**config.mk**
```make
export PLATFORM = sky130hd
export DESIGN_NAME = regfile_port_arbiter_flat
export DESIGN_NICKNAME = d
export VERILOG_FILES = /design/src/rtl/regfile_port_arbiter_pkg.sv /design/src/rtl/regfile_port_arbiter_if.sv /design/src/rtl/regfile_port_arbiter_arb.sv /design/src/rtl/regfile_port_arbiter.sv /design/src/flat_wrapper.sv
export SDC_FILE = /design/constraint.sdc
export NUM_CORES = 1
export LEC_CHECK = 0
export CAP_MARGIN = 20
export CORE_ASPECT_RATIO = 0.75
export CORE_UTILIZATION = 28
export DETAILED_ROUTE_END_ITERATION = 6
export PLACE_DENSITY = 0.79
export SLEW_MARGIN = 15
export SYNTH_ARGS = -nofsm -noshare
export SYNTH_HDL_FRONTEND = slang
export SYNTH_SLANG_ARGS = --single-unit
```
**constraint.sdc**
```tcl
create_clock -name CLK -period 1.95 [get_ports CLK]
set_input_delay 0.39 -clock CLK [delete_from_list [all_inputs] [get_ports CLK]]
set_output_delay 0.39 -clock CLK [all_outputs]
set_load 0.1 [all_outputs]
```
**src/rtl/regfile_port_arbiter_pkg.sv**
```systemverilog
// Shared constants and types for the register-file port arbiter.
// Holds the default widths, the FSM state encoding and the requester IDs.
package regfile_port_arbiter_pkg;

  localparam int unsigned AW_DEF       = 5;
  localparam int unsigned DW_DEF       = 32;
  localparam int unsigned LOCK_MAX_DEF = 16;

  typedef enum logic {
    ST_RR    = 1'b0,
    ST_LOCKB = 1'b1
  } state_e;

  typedef enum logic {
    REQ_A = 1'b0,
    REQ_B = 1'b1
  } req_id_e;

endpackage

```
**src/rtl/regfile_port_arbiter_if.sv**
```systemverilog
// Bundle of requester A/B request fields, grant/return signals and register-file control.
// The arbiter uses the slave modport; the requesters and the register file use master.
interface regfile_port_arbiter_if
  import regfile_port_arbiter_pkg::*;
#(
  parameter int unsigned AW = AW_DEF,
  parameter int unsigned DW = DW_DEF
);

  logic          a_req, a_we, a_gnt, a_rvalid;
  logic [AW-1:0] a_waddr, a_raddr1, a_raddr2;
  logic [DW-1:0] a_wdata;

  logic          b_req, b_we, b_lock, b_gnt, b_rvalid;
  logic [AW-1:0] b_waddr, b_raddr1, b_raddr2;
  logic [DW-1:0] b_wdata;

  logic [DW-1:0] rdata1, rdata2;

  logic          RegW;
  logic [AW-1:0] DR, SR1, SR2;
  logic [DW-1:0] Reg_In;
  logic [DW-1:0] ReadReg1, ReadReg2;

  modport slave (
    input  a_req, a_we, a_waddr, a_wdata, a_raddr1, a_raddr2,
    input  b_req, b_we, b_waddr, b_wdata, b_raddr1, b_raddr2, b_lock,
    input  ReadReg1, ReadReg2,
    output a_gnt, a_rvalid, b_gnt, b_rvalid, rdata1, rdata2,
    output RegW, DR, SR1, SR2, Reg_In
  );

  modport master (
    output a_req, a_we, a_waddr, a_wdata, a_raddr1, a_raddr2,
    output b_req, b_we, b_waddr, b_wdata, b_raddr1, b_raddr2, b_lock,
    output ReadReg1, ReadReg2,
    input  a_gnt, a_rvalid, b_gnt, b_rvalid, rdata1, rdata2,
    input  RegW, DR, SR1, SR2, Reg_In
  );

endinterface

```
**src/rtl/regfile_port_arbiter_arb.sv**
```systemverilog
// Two-way round-robin grant with a last-grant pointer.
// force_b hands the slot to B unconditionally (A is never granted while it is high).
module rr_arb2
  import regfile_port_arbiter_pkg::*;
(
  input  logic clk,
  input  logic rst,
  input  logic a_req,
  input  logic b_req,
  input  logic force_b,
  output logic a_gnt,
  output logic b_gnt
);

  req_id_e last_q;

  always_comb begin
    a_gnt = 1'b0;
    b_gnt = 1'b0;
    if (!rst) begin
      if (force_b) begin
        b_gnt = b_req;
      end else if (a_req && b_req) begin
        a_gnt = (last_q == REQ_B);
        b_gnt = (last_q == REQ_A);
      end else begin
        a_gnt = a_req;
        b_gnt = b_req;
      end
    end
  end

  // Reset points at B so A wins the first contention.
  always_ff @(posedge clk) begin
    if (rst) begin
      last_q <= REQ_B;
    end else if (a_gnt) begin
      last_q <= REQ_A;
    end else if (b_gnt) begin
      last_q <= REQ_B;
    end
  end

endmodule

```
**src/rtl/regfile_port_arbiter.sv**
```systemverilog
// Arbitrates the register file's single access slot between requesters A and B,
// with bounded B locking, $0 write suppression and same-cycle write forwarding.
module regfile_port_arbiter
  import regfile_port_arbiter_pkg::*;
#(
  parameter int unsigned AW       = AW_DEF,
  parameter int unsigned DW       = DW_DEF,
  parameter int unsigned LOCK_MAX = LOCK_MAX_DEF
) (
  input logic                  CLK,
  input logic                  RST,
  regfile_port_arbiter_if.slave bus
);

  localparam int unsigned CW = $clog2(LOCK_MAX + 1);

  state_e        state_q, state_d;
  logic [CW-1:0] lock_cnt_q, lock_cnt_d;
  logic          lock_hold;
  logic          a_gnt, b_gnt;

  logic          reg_w;
  logic [AW-1:0] dr, sr1, sr2;
  logic [DW-1:0] reg_in;

  logic          a_rvalid_q, b_rvalid_q, fwd1_q, fwd2_q;
  logic [DW-1:0] wdata_q;

  assign lock_hold = (state_q == ST_LOCKB);

  rr_arb2 u_arb (
    .clk    (CLK),
    .rst    (RST),
    .a_req  (bus.a_req),
    .b_req  (bus.b_req),
    .force_b(lock_hold),
    .a_gnt  (a_gnt),
    .b_gnt  (b_gnt)
  );

  always_ff @(posedge CLK) begin
    if (RST) begin
      state_q    <= ST_RR;
      lock_cnt_q <= '0;
    end else begin
      state_q    <= state_d;
      lock_cnt_q <= lock_cnt_d;
    end
  end

  // lock_cnt counts B grants in the current locked run, including the entry grant.
  always_comb begin
    state_d    = state_q;
    lock_cnt_d = lock_cnt_q;
    unique case (state_q)
      ST_RR: begin
        if (b_gnt && bus.b_lock && (LOCK_MAX > 1)) begin
          state_d    = ST_LOCKB;
          lock_cnt_d = CW'(1);
        end
      end
      ST_LOCKB: begin
        if (!b_gnt || !bus.b_lock || ((lock_cnt_q + CW'(1)) >= CW'(LOCK_MAX))) begin
          state_d    = ST_RR;
          lock_cnt_d = '0;
        end else begin
          lock_cnt_d = lock_cnt_q + CW'(1);
        end
      end
      default: begin
        state_d    = ST_RR;
        lock_cnt_d = '0;
      end
    endcase
  end

  always_comb begin
    reg_w  = 1'b0;
    dr     = '0;
    sr1    = '0;
    sr2    = '0;
    reg_in = '0;
    if (a_gnt) begin
      reg_w  = bus.a_we && (bus.a_waddr != '0);
      dr     = bus.a_waddr;
      sr1    = bus.a_raddr1;
      sr2    = bus.a_raddr2;
      reg_in = bus.a_wdata;
    end else if (b_gnt) begin
      reg_w  = bus.b_we && (bus.b_waddr != '0);
      dr     = bus.b_waddr;
      sr1    = bus.b_raddr1;
      sr2    = bus.b_raddr2;
      reg_in = bus.b_wdata;
    end
  end

  // The register file returns the pre-write value, so remember which ports must see the new one.
  always_ff @(posedge CLK) begin
    if (RST) begin
      a_rvalid_q <= 1'b0;
      b_rvalid_q <= 1'b0;
      fwd1_q     <= 1'b0;
      fwd2_q     <= 1'b0;
      wdata_q    <= '0;
    end else begin
      a_rvalid_q <= a_gnt;
      b_rvalid_q <= b_gnt;
      fwd1_q     <= reg_w && (dr == sr1);
      fwd2_q     <= reg_w && (dr == sr2);
      wdata_q    <= reg_in;
    end
  end

  assign bus.a_gnt    = a_gnt;
  assign bus.b_gnt    = b_gnt;
  assign bus.a_rvalid = a_rvalid_q;
  assign bus.b_rvalid = b_rvalid_q;
  assign bus.rdata1   = fwd1_q ? wdata_q : bus.ReadReg1;
  assign bus.rdata2   = fwd2_q ? wdata_q : bus.ReadReg2;
  assign bus.RegW     = reg_w;
  assign bus.DR       = dr;
  assign bus.SR1      = sr1;
  assign bus.SR2      = sr2;
  assign bus.Reg_In   = reg_in;

endmodule

```
**src/flat_wrapper.sv**
```systemverilog
// flat-port wrapper written by rule: the top's interface ports become plain ports
module regfile_port_arbiter_flat import regfile_port_arbiter_pkg::*;
#(
  parameter int unsigned AW       = AW_DEF,
  parameter int unsigned DW       = DW_DEF,
  parameter int unsigned LOCK_MAX = LOCK_MAX_DEF
)
  (CLK, RST, bus_a_req, bus_a_we, bus_a_waddr, bus_a_wdata, bus_a_raddr1, bus_a_raddr2, bus_b_req, bus_b_we, bus_b_waddr, bus_b_wdata, bus_b_raddr1, bus_b_raddr2, bus_b_lock, bus_ReadReg1, bus_ReadReg2, bus_a_gnt, bus_a_rvalid, bus_b_gnt, bus_b_rvalid, bus_rdata1, bus_rdata2, bus_RegW, bus_DR, bus_SR1, bus_SR2, bus_Reg_In);
  regfile_port_arbiter_if #(.AW(AW), .DW(DW)) bus_i ();
  input logic CLK;
  input logic RST;
  input wire logic [$bits(bus_i.a_req)-1:0] bus_a_req;
  input wire logic [$bits(bus_i.a_we)-1:0] bus_a_we;
  input wire logic [$bits(bus_i.a_waddr)-1:0] bus_a_waddr;
  input wire logic [$bits(bus_i.a_wdata)-1:0] bus_a_wdata;
  input wire logic [$bits(bus_i.a_raddr1)-1:0] bus_a_raddr1;
  input wire logic [$bits(bus_i.a_raddr2)-1:0] bus_a_raddr2;
  input wire logic [$bits(bus_i.b_req)-1:0] bus_b_req;
  input wire logic [$bits(bus_i.b_we)-1:0] bus_b_we;
  input wire logic [$bits(bus_i.b_waddr)-1:0] bus_b_waddr;
  input wire logic [$bits(bus_i.b_wdata)-1:0] bus_b_wdata;
  input wire logic [$bits(bus_i.b_raddr1)-1:0] bus_b_raddr1;
  input wire logic [$bits(bus_i.b_raddr2)-1:0] bus_b_raddr2;
  input wire logic [$bits(bus_i.b_lock)-1:0] bus_b_lock;
  input wire logic [$bits(bus_i.ReadReg1)-1:0] bus_ReadReg1;
  input wire logic [$bits(bus_i.ReadReg2)-1:0] bus_ReadReg2;
  output wire logic [$bits(bus_i.a_gnt)-1:0] bus_a_gnt;
  output wire logic [$bits(bus_i.a_rvalid)-1:0] bus_a_rvalid;
  output wire logic [$bits(bus_i.b_gnt)-1:0] bus_b_gnt;
  output wire logic [$bits(bus_i.b_rvalid)-1:0] bus_b_rvalid;
  output wire logic [$bits(bus_i.rdata1)-1:0] bus_rdata1;
  output wire logic [$bits(bus_i.rdata2)-1:0] bus_rdata2;
  output wire logic [$bits(bus_i.RegW)-1:0] bus_RegW;
  output wire logic [$bits(bus_i.DR)-1:0] bus_DR;
  output wire logic [$bits(bus_i.SR1)-1:0] bus_SR1;
  output wire logic [$bits(bus_i.SR2)-1:0] bus_SR2;
  output wire logic [$bits(bus_i.Reg_In)-1:0] bus_Reg_In;
  assign bus_i.a_req = bus_a_req;
  assign bus_i.a_we = bus_a_we;
  assign bus_i.a_waddr = bus_a_waddr;
  assign bus_i.a_wdata = bus_a_wdata;
  assign bus_i.a_raddr1 = bus_a_raddr1;
  assign bus_i.a_raddr2 = bus_a_raddr2;
  assign bus_i.b_req = bus_b_req;
  assign bus_i.b_we = bus_b_we;
  assign bus_i.b_waddr = bus_b_waddr;
  assign bus_i.b_wdata = bus_b_wdata;
  assign bus_i.b_raddr1 = bus_b_raddr1;
  assign bus_i.b_raddr2 = bus_b_raddr2;
  assign bus_i.b_lock = bus_b_lock;
  assign bus_i.ReadReg1 = bus_ReadReg1;
  assign bus_i.ReadReg2 = bus_ReadReg2;
  assign bus_a_gnt = bus_i.a_gnt;
  assign bus_a_rvalid = bus_i.a_rvalid;
  assign bus_b_gnt = bus_i.b_gnt;
  assign bus_b_rvalid = bus_i.b_rvalid;
  assign bus_rdata1 = bus_i.rdata1;
  assign bus_rdata2 = bus_i.rdata2;
  assign bus_RegW = bus_i.RegW;
  assign bus_DR = bus_i.DR;
  assign bus_SR1 = bus_i.SR1;
  assign bus_SR2 = bus_i.SR2;
  assign bus_Reg_In = bus_i.Reg_In;
  regfile_port_arbiter #(.AW(AW), .DW(DW), .LOCK_MAX(LOCK_MAX)) u_core (.CLK(CLK), .RST(RST), .bus(bus_i));
endmodule
```
# [After elaboration in Yosys (flattened, before gate mapping)]
# Index checks and enable logic that the tools add are counted.
[word_totals] reg_bits=43 inputBits=165 output_inout_bits=116 wordCells=54
[op_classes] add_sub_neg=1 order_cmp=1 n_eq_ne=3 muxes=26 bitwise=2 reduce_logical=13
[op_table] cell="$mux 32" count=4
[op_table] cell="$mux 5" count=8
[op_table] cell="$mux 1" count=12
[op_table] cell="$eq 5x5->1" count=2
[op_table] cell="$pmux 5 s2" count=1
[op_table] cell="$reduce_bool 5->1" count=2
[op_table] cell="$logic_and 1x1->1" count=6
[op_table] cell="$add 5x1->5 const B" count=1
[op_table] cell="$ge 5x5->1 const B" count=1
[op_table] cell="$logic_not 1->1" count=2
[op_table] cell="$logic_or 1x1->1" count=2
[op_table] cell="$ne 2x1->1 const B" count=1
[op_table] cell="$not 1->1" count=2
[op_table] cell="$pmux 1 s2" count=1
[op_table] cell="$reduce_bool 2->1" count=1

# [Logic depth before layout (Yosys ltp)]
# Gate-level depths: netlist (run 1).
[logic_depth] depth_word=9 mapped_depth=8 ltp_nobuf=6

# [Cells and area by module]
# Synthesis (run 1) repeated with hierarchy kept, for this count alone.
[unflattened] cells_unflattened=280 area_unflattened_um2=2829.0
[by_module_without_submodules] module="regfile_port_arbiter" n_inst=1 cells_per_inst=273 area_each_um2=2755.1 seq_area_each_um2=840.8
[by_module_without_submodules] module="rr_arb2" n_inst=1 cells_per_inst=7 area_each_um2=73.8 seq_area_each_um2=20.0

# [Least setup slack after synthesis (run 1)]
# OpenSTA, ideal clock, no wires.
[synth_path] kind="input-to-output" startpoint="input bus_b_req" endpoint="output bus_DR[0]" arrival_time_ns=3.086 t_required_ns=1.560 slack_ns=-1.526 path_stages=4 n_path_buf=1 cell_sequence="nor2b_1 > or3_1 > buf_2 > o21ai_0"
[synth_between] elab_chain_cells=6 elab_cells_between_ends=9 cone_classes="mux: 8; reduce/logical: 1"
[synth_lines] item="from (decl)" line_no="flat_wrapper.sv:18" rtl="input wire logic [$bits(bus_i.b_req)-1:0] bus_b_req;"
[synth_lines] item="$logic_and 1x1->1" line_no="regfile_port_arbiter_arb.sv:23" rtl="end else if (a_req && b_req) begin"
[synth_lines] item="$mux 1" line_no="regfile_port_arbiter_arb.sv:23"
[synth_lines] item="$mux 1" line_no="regfile_port_arbiter_arb.sv:21" rtl="if (force_b) begin"
[synth_lines] item="$mux 1" line_no="regfile_port_arbiter_arb.sv:20" rtl="if (!rst) begin"
[synth_lines] item="$mux 5" line_no="regfile_port_arbiter.sv:89" rtl="end else if (b_gnt) begin"
[synth_lines] item="$mux 5 (*)" line_no="regfile_port_arbiter.sv:83" rtl="if (a_gnt) begin"
[synth_lines] item="to (decl)" line_no="flat_wrapper.sv:34" rtl="output wire logic [$bits(bus_i.DR)-1:0] bus_DR;"
# Mark *: on every way between the ends. The rest lies on a longest branch, timed or not.

# [Final worst setup path (run 1)]
[layout_path] startpoint="register u_core.state_q, in the netlist u_core.lock_hold" endpoint="output bus_Reg_In[17]"
[layout_between] elab_chain_cells=4 elab_cells_between_ends=6 cone_classes="mux: 6"
[layout_lines] item="from (decl)" line_no="regfile_port_arbiter.sv:17" rtl="state_e state_q, state_d;"
[layout_lines] item="from (signal assigned)" line_no="regfile_port_arbiter.sv:46" rtl="state_q <= state_d;"
[layout_lines] item="$mux 1" line_no="regfile_port_arbiter_arb.sv:21"
[layout_lines] item="$mux 1" line_no="regfile_port_arbiter_arb.sv:20"
[layout_lines] item="$mux 32" line_no="regfile_port_arbiter.sv:89"
[layout_lines] item="$mux 32 (*)" line_no="regfile_port_arbiter.sv:83"
[layout_lines] item="to (decl)" line_no="flat_wrapper.sv:37" rtl="output wire logic [$bits(bus_i.Reg_In)-1:0] bus_Reg_In;"
# Marks and branches as above.

==> run_results.csv, run 1 <==
group,metric,value,unit
synth,syn-cell-area,3040,um2
outcome,violations,"negative setup slack",
routing,drtPass1Iterations,5,
critical_path,crit_fanout,15,
die,fp.dieW,122,um
synth,synth.ff_latch_count,43,
synth,synth_simple_gate_area_share,8.64,%
synth,seq_area_frac_synth,28.3,%
timing,worstMarginPinSlew,0.536,ns
critical_path,slowest_delay,0.36,ns
global_route,globalRouteOverflowTotal,0,
critical_path,crit_chain,"and3b_2 > nor3b_4 > buf_6 > buf_6 > buf_12 > a22o_4 > buf_12",
clock_network,clk_latency,0.28,ns
critical_path,crit_type,"flip-flop to primary output",
pwr,total_power,5.50,mW
finish,layout-drive-gt1-share,51.0,%
routing,wl_per_cell,22.8,um
finish,diodes,0,
placed_design,place_area,7970,um2
timing,setup_violations,52,
die,pin_count,281,
clock_network,cts_tree,"done",
timing,finalHoldViolCount,0,
finish,area_growth,185,%
synth,synth_mux_area_share,23.7,%
finish,final_cell_area,8650,um2
pwr,p_leak,3.69,nW
pwr,p_per_area,636,nW/um2
critical_path,startpoint_type,"flip-flop",
timing,slew_headroom,63.8,%
synth,synth_area_per_cell,9.56,um2
timing,finalMaxSlewViolations,0,
die,placeableCoreArea,10400,um2
routing,via_count,4262,
synth,yosys_warnings,0,
routing,vias_per_cell,5.36,
global_route,grt_pass1_vias,4445,
synth,synth.distinct_cells,43,
placed_design,gp_congestion,0.905,
timing,finalCriticalPeriod,2.22,ns
synth,synthAdderAreaFrac,0.411,%
clock_network,cts-root-buf,"clkbuf_16",
routing,ant_nets,0,
global_route,track_usage,30.0,%
timing,setup_ws,-0.272,ns
placed_design,pre_cts_slack,-0.497,ns
flow_run,maxCapViolations,0,
clock_network,cts_inserted_buffers,5,
critical_path,crit_arrival,1.83,ns
synth,synth_area_leaders,"dfxtp_1, mux2_2, a22o_1",
routing,drtIter0Drc,225,
routing,routed_wl,18200,um
routing,drc,0,
worst_hold_path,min_path_type,"flip-flop to flip-flop",
outcome,status,"finished with violations",
critical_path,crit_slowest_cell,"dfxtp_4",
placed_design,portBuffers,280,
clock_network,clockBufferDepth,2,
timing,fin_crit_sh,114,%
timing,fmax,450,MHz
die,die_h,92.3,um
placed_design,hpwl,13600,um
clock_network,clock_sinks,43,
synth,synthDominantCellAreaShare,28.3,%
pwr,vdd_drop_max,0.000448,V
finish,final_cells,795,
synth,synth_top_family_by_area,"compound AO/OA/AOI/OAI gates",
synth,synth_xor_area_share,3.17,%
synth,syn_inst,318,
die,row_count,32,
critical_path,cp.required,1.56,ns
synth,syn_nets,484,
timing,skew,0.00553,ns
synth,synth-compound-area-share,30.0,%
placed_design,dp_cells,756,
finish,finalNetCount,825,
global_route,antenna_found_initial,0,
global_route,grt_pass1_wl,25500,um
die,initial_core_util,29.2,%
clock_network,clk_pin_slew_worst_paths,0.06,ns
clock_network,htreeDepth,2,
synth,yosysTopAreaCell,"dfxtp_1",
die,fp.dieArea,11300,um2
finish,post-route-util,83.1,%
global_route,grt_max_degree,33,
timing,rsz0062_at_grt,"true",
clock_network,postCtsHoldBufs,0,
critical_path,end_kind,"primary output",
-- report_power, final --
group / switching, mW / internal, mW / total (mW) / leakage, nW
clock network: 0.360 / 0.598 / 0.958 / 0.0759
logic: 2.07 / 1.50 / 3.58 / 3.26
registers: 0.0333 / 0.934 / 0.967 / 0.355
total: 2.47 / 3.04 / 5.50 / 3.69
-- sequential cells by signal, summed over array words and instances, names as in the netlist --
| name | flops |
|---|---|
| u_core.wdata_q | 32 |
| u_core.fwd1_q | 1 |
| u_core.bus.b_rvalid | 1 |
| u_core.fwd2_q | 1 |
| u_core.lock_hold | 1 |
| u_core.bus.a_rvalid | 1 |
| u_core.lock_cnt_q | 5 |
| u_core.u_arb.last_q | 1 |
-- per-layer routing --
metal,global-route usage (%),share of wire [%],vias to the layer above
met3,6.47,8.2,41
met4,9.25,2.7,0
li1,-,-,1928
met5,0,0,-
met1,35.4,39,2049
met2,53.4,50,244
-- synthesized netlist by cell type --
cell      instances
inv_1             8
nor3b_1           2
nand2b_1          6
inv_2             1
o22ai_1           1
dfxtp_1          43
a31oi_1           1
and4_1            1
or3_1             1
ha_1              1
o311ai_0          1
xnor2_1           6
nand4_1           2
xor2_1            5
a21boi_0          1
buf_6             1
o211a_1           2
a22oi_1           1
nor3_2            1
nor2_1            6
a21o_1            3
nor3_1            3
a21oi_1          10
nand2_1          12
nand3_1           7
a211oi_1          4
a32o_1            1
a221oi_1          2
mux2_2           64
nor3b_2           1
nor4_1            3
clkbuf_1          6
o32ai_1           1
a22o_1           74
and3b_1           2
nor2b_1           1
buf_1             9
buf_2            15
o31a_1            2
o21bai_1          1
o21ai_0           4
o41ai_2           1
o31ai_1           1
-- stage by stage --
stage                     setup TNS [ns]  hold WS [ns]
after floorplan                    -5.79         0.433
after global placement            -23.48         0.470
after detailed placement          -25.83         0.473
after CTS                         -11.56         0.527
after global routing              -14.89         0.559
final                             -12.19         0.535
-- layout by cell type, fill, tap and decap left out, drive strengths merged, types with 7 or more instances in the layout --
| cell | netlist | routed |
|---|---|---|
| a21oi | 10 | 10 |
| a22o | 74 | 74 |
| buf | 25 | 197 |
| clkbuf | 6 | 7 |
| clkdlybuf4s50 | 0 | 161 |
| dfxtp | 43 | 43 |
| inv | 9 | 9 |
| mux2 | 64 | 64 |
| nand2 | 12 | 12 |
| nand3 | 7 | 7 |
-- final cells by class --
cell class | instances | area, um2
multi-input cells | 235 | 2510
fillers | 538 | 1760
clock inverters | 2 | 37.5
well taps | 136 | 170
repair inverters | 1 | 11.3
flip-flops and latches | 43 | 865
inverters | 9 | 46.3
repair buffers | 364 | 4890
clock buffers | 5 | 125
-- path summary, 6_finish.rpt --
| check | cells after the start | to | start | slack, ns |
|---|---|---|---|---|
| hold / removal | 2 | u_core.lock_cnt_q[3] | u_core.lock_cnt_q[3] | 0.54 |
| setup reg to reg | 12 | u_core.fwd2_q | u_core.lock_hold | -0.23 |
| hold reg to reg | 2 | u_core.lock_cnt_q[3] | u_core.lock_cnt_q[3] | 0.54 |
| setup / recovery | 7 | bus_Reg_In[17] | u_core.lock_hold | -0.27 |
-- repair_timing --
item / CTS / global route
pin swaps: 3 / 10
setup endpoints to repair: 52 / 68
endpoints found under the hold margin: 0 / 0
setup buffers: 9 / 16
gates cloned: 5 / 2
resized for setup: 20 / 28
-- kinds of logic after synthesis --
kind of cell	count (synthesis)
buffers and inverters	40
flip-flops	43
multiplexers	64
AND/OR/NAND/NOR	48
adder cells (fa/ha/maj)	1
AO/OA/AOI/OAI	111
XOR/XNOR	11
-- worst max-delay path: cells and delay by family (launching register included) --
kind / cells / cell delay, ns
AND/OR/NAND/NOR: 2 / 0.43
flip-flops: 1 / 0.36
buffers and inverters: 4 / 0.60
AO/OA/AOI/OAI: 1 / 0.13
No activity file was read; power rests on OpenSTA's default activity.
==> run 2, diff against run 1 <==
CORE_AREA = 2 2 108 110   (was default)
CORE_ASPECT_RATIO = default   (was 0.75)
CORE_UTILIZATION = default   (was 28)
DIE_AREA = 0 0 110 112   (was default)
DONT_BUFFER_PORTS = 1   (was default)
PLACE_DENSITY = 0.43   (was 0.79)
==> run 2 against run 1 <==
- the flow still finishes with violations (negative setup slack)
- sequential share of layout area is 5.2 points higher
- maximum frequency is 4.1% higher
- sequential power hardly changed
- cell area is 34% lower
- worst hold slack worse by 0.37 ns
- critical path type unchanged
- largest power group unchanged
- highest routed layer is now met5
==> run_results.csv, run 2 (synthesis results as in run 1) <==
group,metric,value,unit
global_route,globalRouteOverflowTotal,0,
clock_network,cts-root-buf,"clkbuf_16",
finish,final_common_cell,"buf_12",
worst_hold_path,whs_endpoint,"u_core.lock_cnt_q[2]",
clock_network,clockBufferDepth,2,
critical_path,startpoint_type,"flip-flop",
critical_path,crit_buf_inv,2,
finish,reg.largest.list,"u_core.wdata_q x32, u_core.lock_cnt_q x5",
die,placeableCoreArea,11200,um2
critical_path,rrSetupSlack,0.07,ns
routing,wl_per_cell,23.1,um
timing,finalMaxSlewViolations,0,
critical_path,crit_type,"flip-flop to primary output",
global_route,grt_max_degree,26,
timing,worstMarginPinSlew,0.375,ns
die,fp.dieArea,12300,um2
placed_design,portBuffers,0,
routing,via_count,3099,
pwr,vdd_drop_max,0.000351,V
timing,timing.hold.ws,0.169,ns
critical_path,end_kind,"primary output",
placed_design,gp_congestion,0.831,
worst_hold_path,min_path_type,"input pin to flip-flop",
global_route,grt_pass1_wl,18200,um
finish,finalNetCount,586,
routing,routed_wl,13100,um
timing,fin_crit_sh,109,%
global_route,grt_pass1_vias,3203,
placed_design,dp_cells,543,
critical_path,crit_arrival,1.74,ns
clock_network,clk_pin_slew_worst_paths,0.06,ns
flow_run,maxCapViolations,0,
worst_hold_path,hold_start,"RST",
critical_path,crit_path_frequent_cell,"buf_12",
worst_hold_path,min_path_cells,1,
finish,seqCellArea,866,um2
timing,skew,0.00254,ns
clock_network,postCtsHoldBufs,0,
pwr,p_per_area,792,nW/um2
outcome,violations,"negative setup slack",
global_route,track_usage,19.7,%
critical_path,cp.required,1.56,ns
routing,drc,0,
finish,top_register,"u_core.wdata_q",
pwr,p_leak,2.46,nW
routing,ant_nets,0,
finish,final_cell_mix,"buf_12, mux2_2, buf_4",
clock_network,cts_inserted_buffers,5,
finish,fill_cells,978,
finish,area_growth,87.9,%
routing,drtPass1Iterations,4,
placed_design,hpwl,10400,um
outcome,status,"finished with violations",
timing,finalHoldViolCount,0,
critical_path,r2r_start,"u_core.lock_hold",
timing,finalCriticalPeriod,2.13,ns
finish,final_cells,565,
critical_path,slowest_delay,0.33,ns
placed_design,pre_cts_slack,-0.0336,ns
global_route,antenna_found_initial,3,
critical_path,crit_fanout,19,
critical_path,cp_top_family,"simple AND/OR/NAND/NOR gates",
critical_path,crit_slowest_cell,"dfxtp_2",
routing,drtIter0Drc,116,
clock_network,htreeDepth,2,
finish,largest_reg_flops,32,
die,row_count,39,
critical_path,crit_chain,"and3b_1 > nor3b_4 > buf_12 > buf_12 > a22o_4",
timing,fmax,468,MHz
finish,multi_input_area,2470,um2
timing,slew_headroom,74.9,%
routing,vias_per_cell,5.48,
critical_path,r2r-end,"u_core.fwd1_q",
clock_network,clk_latency,0.28,ns
finish,layout-drive-gt1-share,61.5,%
clock_network,cts_tree,"done",
timing,setup_ws,-0.185,ns
die,fp.dieW,110,um
die,pin_count,281,
critical_path,reg2reg_depth,8,
die,die_h,112,um
timing,rsz0062_at_grt,"true",
clock_network,clock_sinks,43,
die,initial_core_util,27.2,%
pwr,total_power,4.52,mW
timing,setup_violations,49,
[run 2: worst max path at each step]
stage / startpoint / to / slack (ns) / cells past startpoint
6_report: u_core.lock_hold / bus_Reg_In[26] / -0.18 / 5
4_1_cts: u_core.lock_hold / bus_Reg_In[24] / -0.22 / 5
3_3_place_gp: bus_b_req / bus_Reg_In[29] / -0.03 / 5
3_5_place_dp: bus_b_req / bus_Reg_In[24] / -0.03 / 5
2_1_floorplan: bus_b_req / bus_DR[2] / -0.16 / 7
5_1_grt: u_core.lock_hold / bus_Reg_In[13] / -0.26 / 5
[run 2: routing by layer]
| metal | GRT usage [%] | share of wire [%] |
|---|---|---|
| met2 | 36.9 | 53 |
| met1 | 20.0 | 35 |
| met5 | 0 | 0.21 |
| met3 | 7.38 | 10 |
| met4 | 4.98 | 1.3 |
[run 2: area by class of cell]
type / count / share of cell area (%)
Sequential cell: 43 / 15.2
Clock inverter: 2 / 0.219
Timing Repair Buffer: 126 / 35.1
Multi-Input combinational cell: 235 / 43.3
Tap cell: 143 / 3.13
Antenna cell: 1 / 0.0438
Clock buffer: 6 / 2.26
Inverter: 9 / 0.810
[run 2: power breakdown]
part | leakage (nW) | internal (mW) | switching, mW
Clock | 0.0669 | 0.474 | 0.358
Combinational | 2.03 | 0.914 | 1.81
Sequential | 0.355 | 0.936 | 0.0277
[run 2: per-stage QoR]
| stage | utilization [%] | cell area (um2) | TNS, ns |
|---|---|---|---|
| floorplan | - | 3550 | -5.79 |
| global placement | 47.6 | 5320 | -0.696 |
| detailed placement | 47.6 | 5320 | -0.745 |
| CTS | 50.2 | 5610 | -9.09 |
| global route | 51.1 | 5710 | -11.10 |
| finish | 51.1 | 5710 | -7.62 |
[run 2: what timing repair did]
| action | 4_1_cts | 5_1_grt |
|---|---|---|
| cloned | 1 | 3 |
| pin swaps | 7 | 8 |
| endpoints found under the setup margin | 50 | 51 |
| setup buffers | 8 | 2 |
| gates resized for setup | 17 | 5 |
[run 2: worst register-to-register path: cells and delay by family (launching register included)]
kind	cells	cell delay, ns
AND/OR/NAND/NOR	3	0.71
buffers and inverters	3	0.40
AO/OA/AOI/OAI	2	0.37
flip-flops	1	0.32
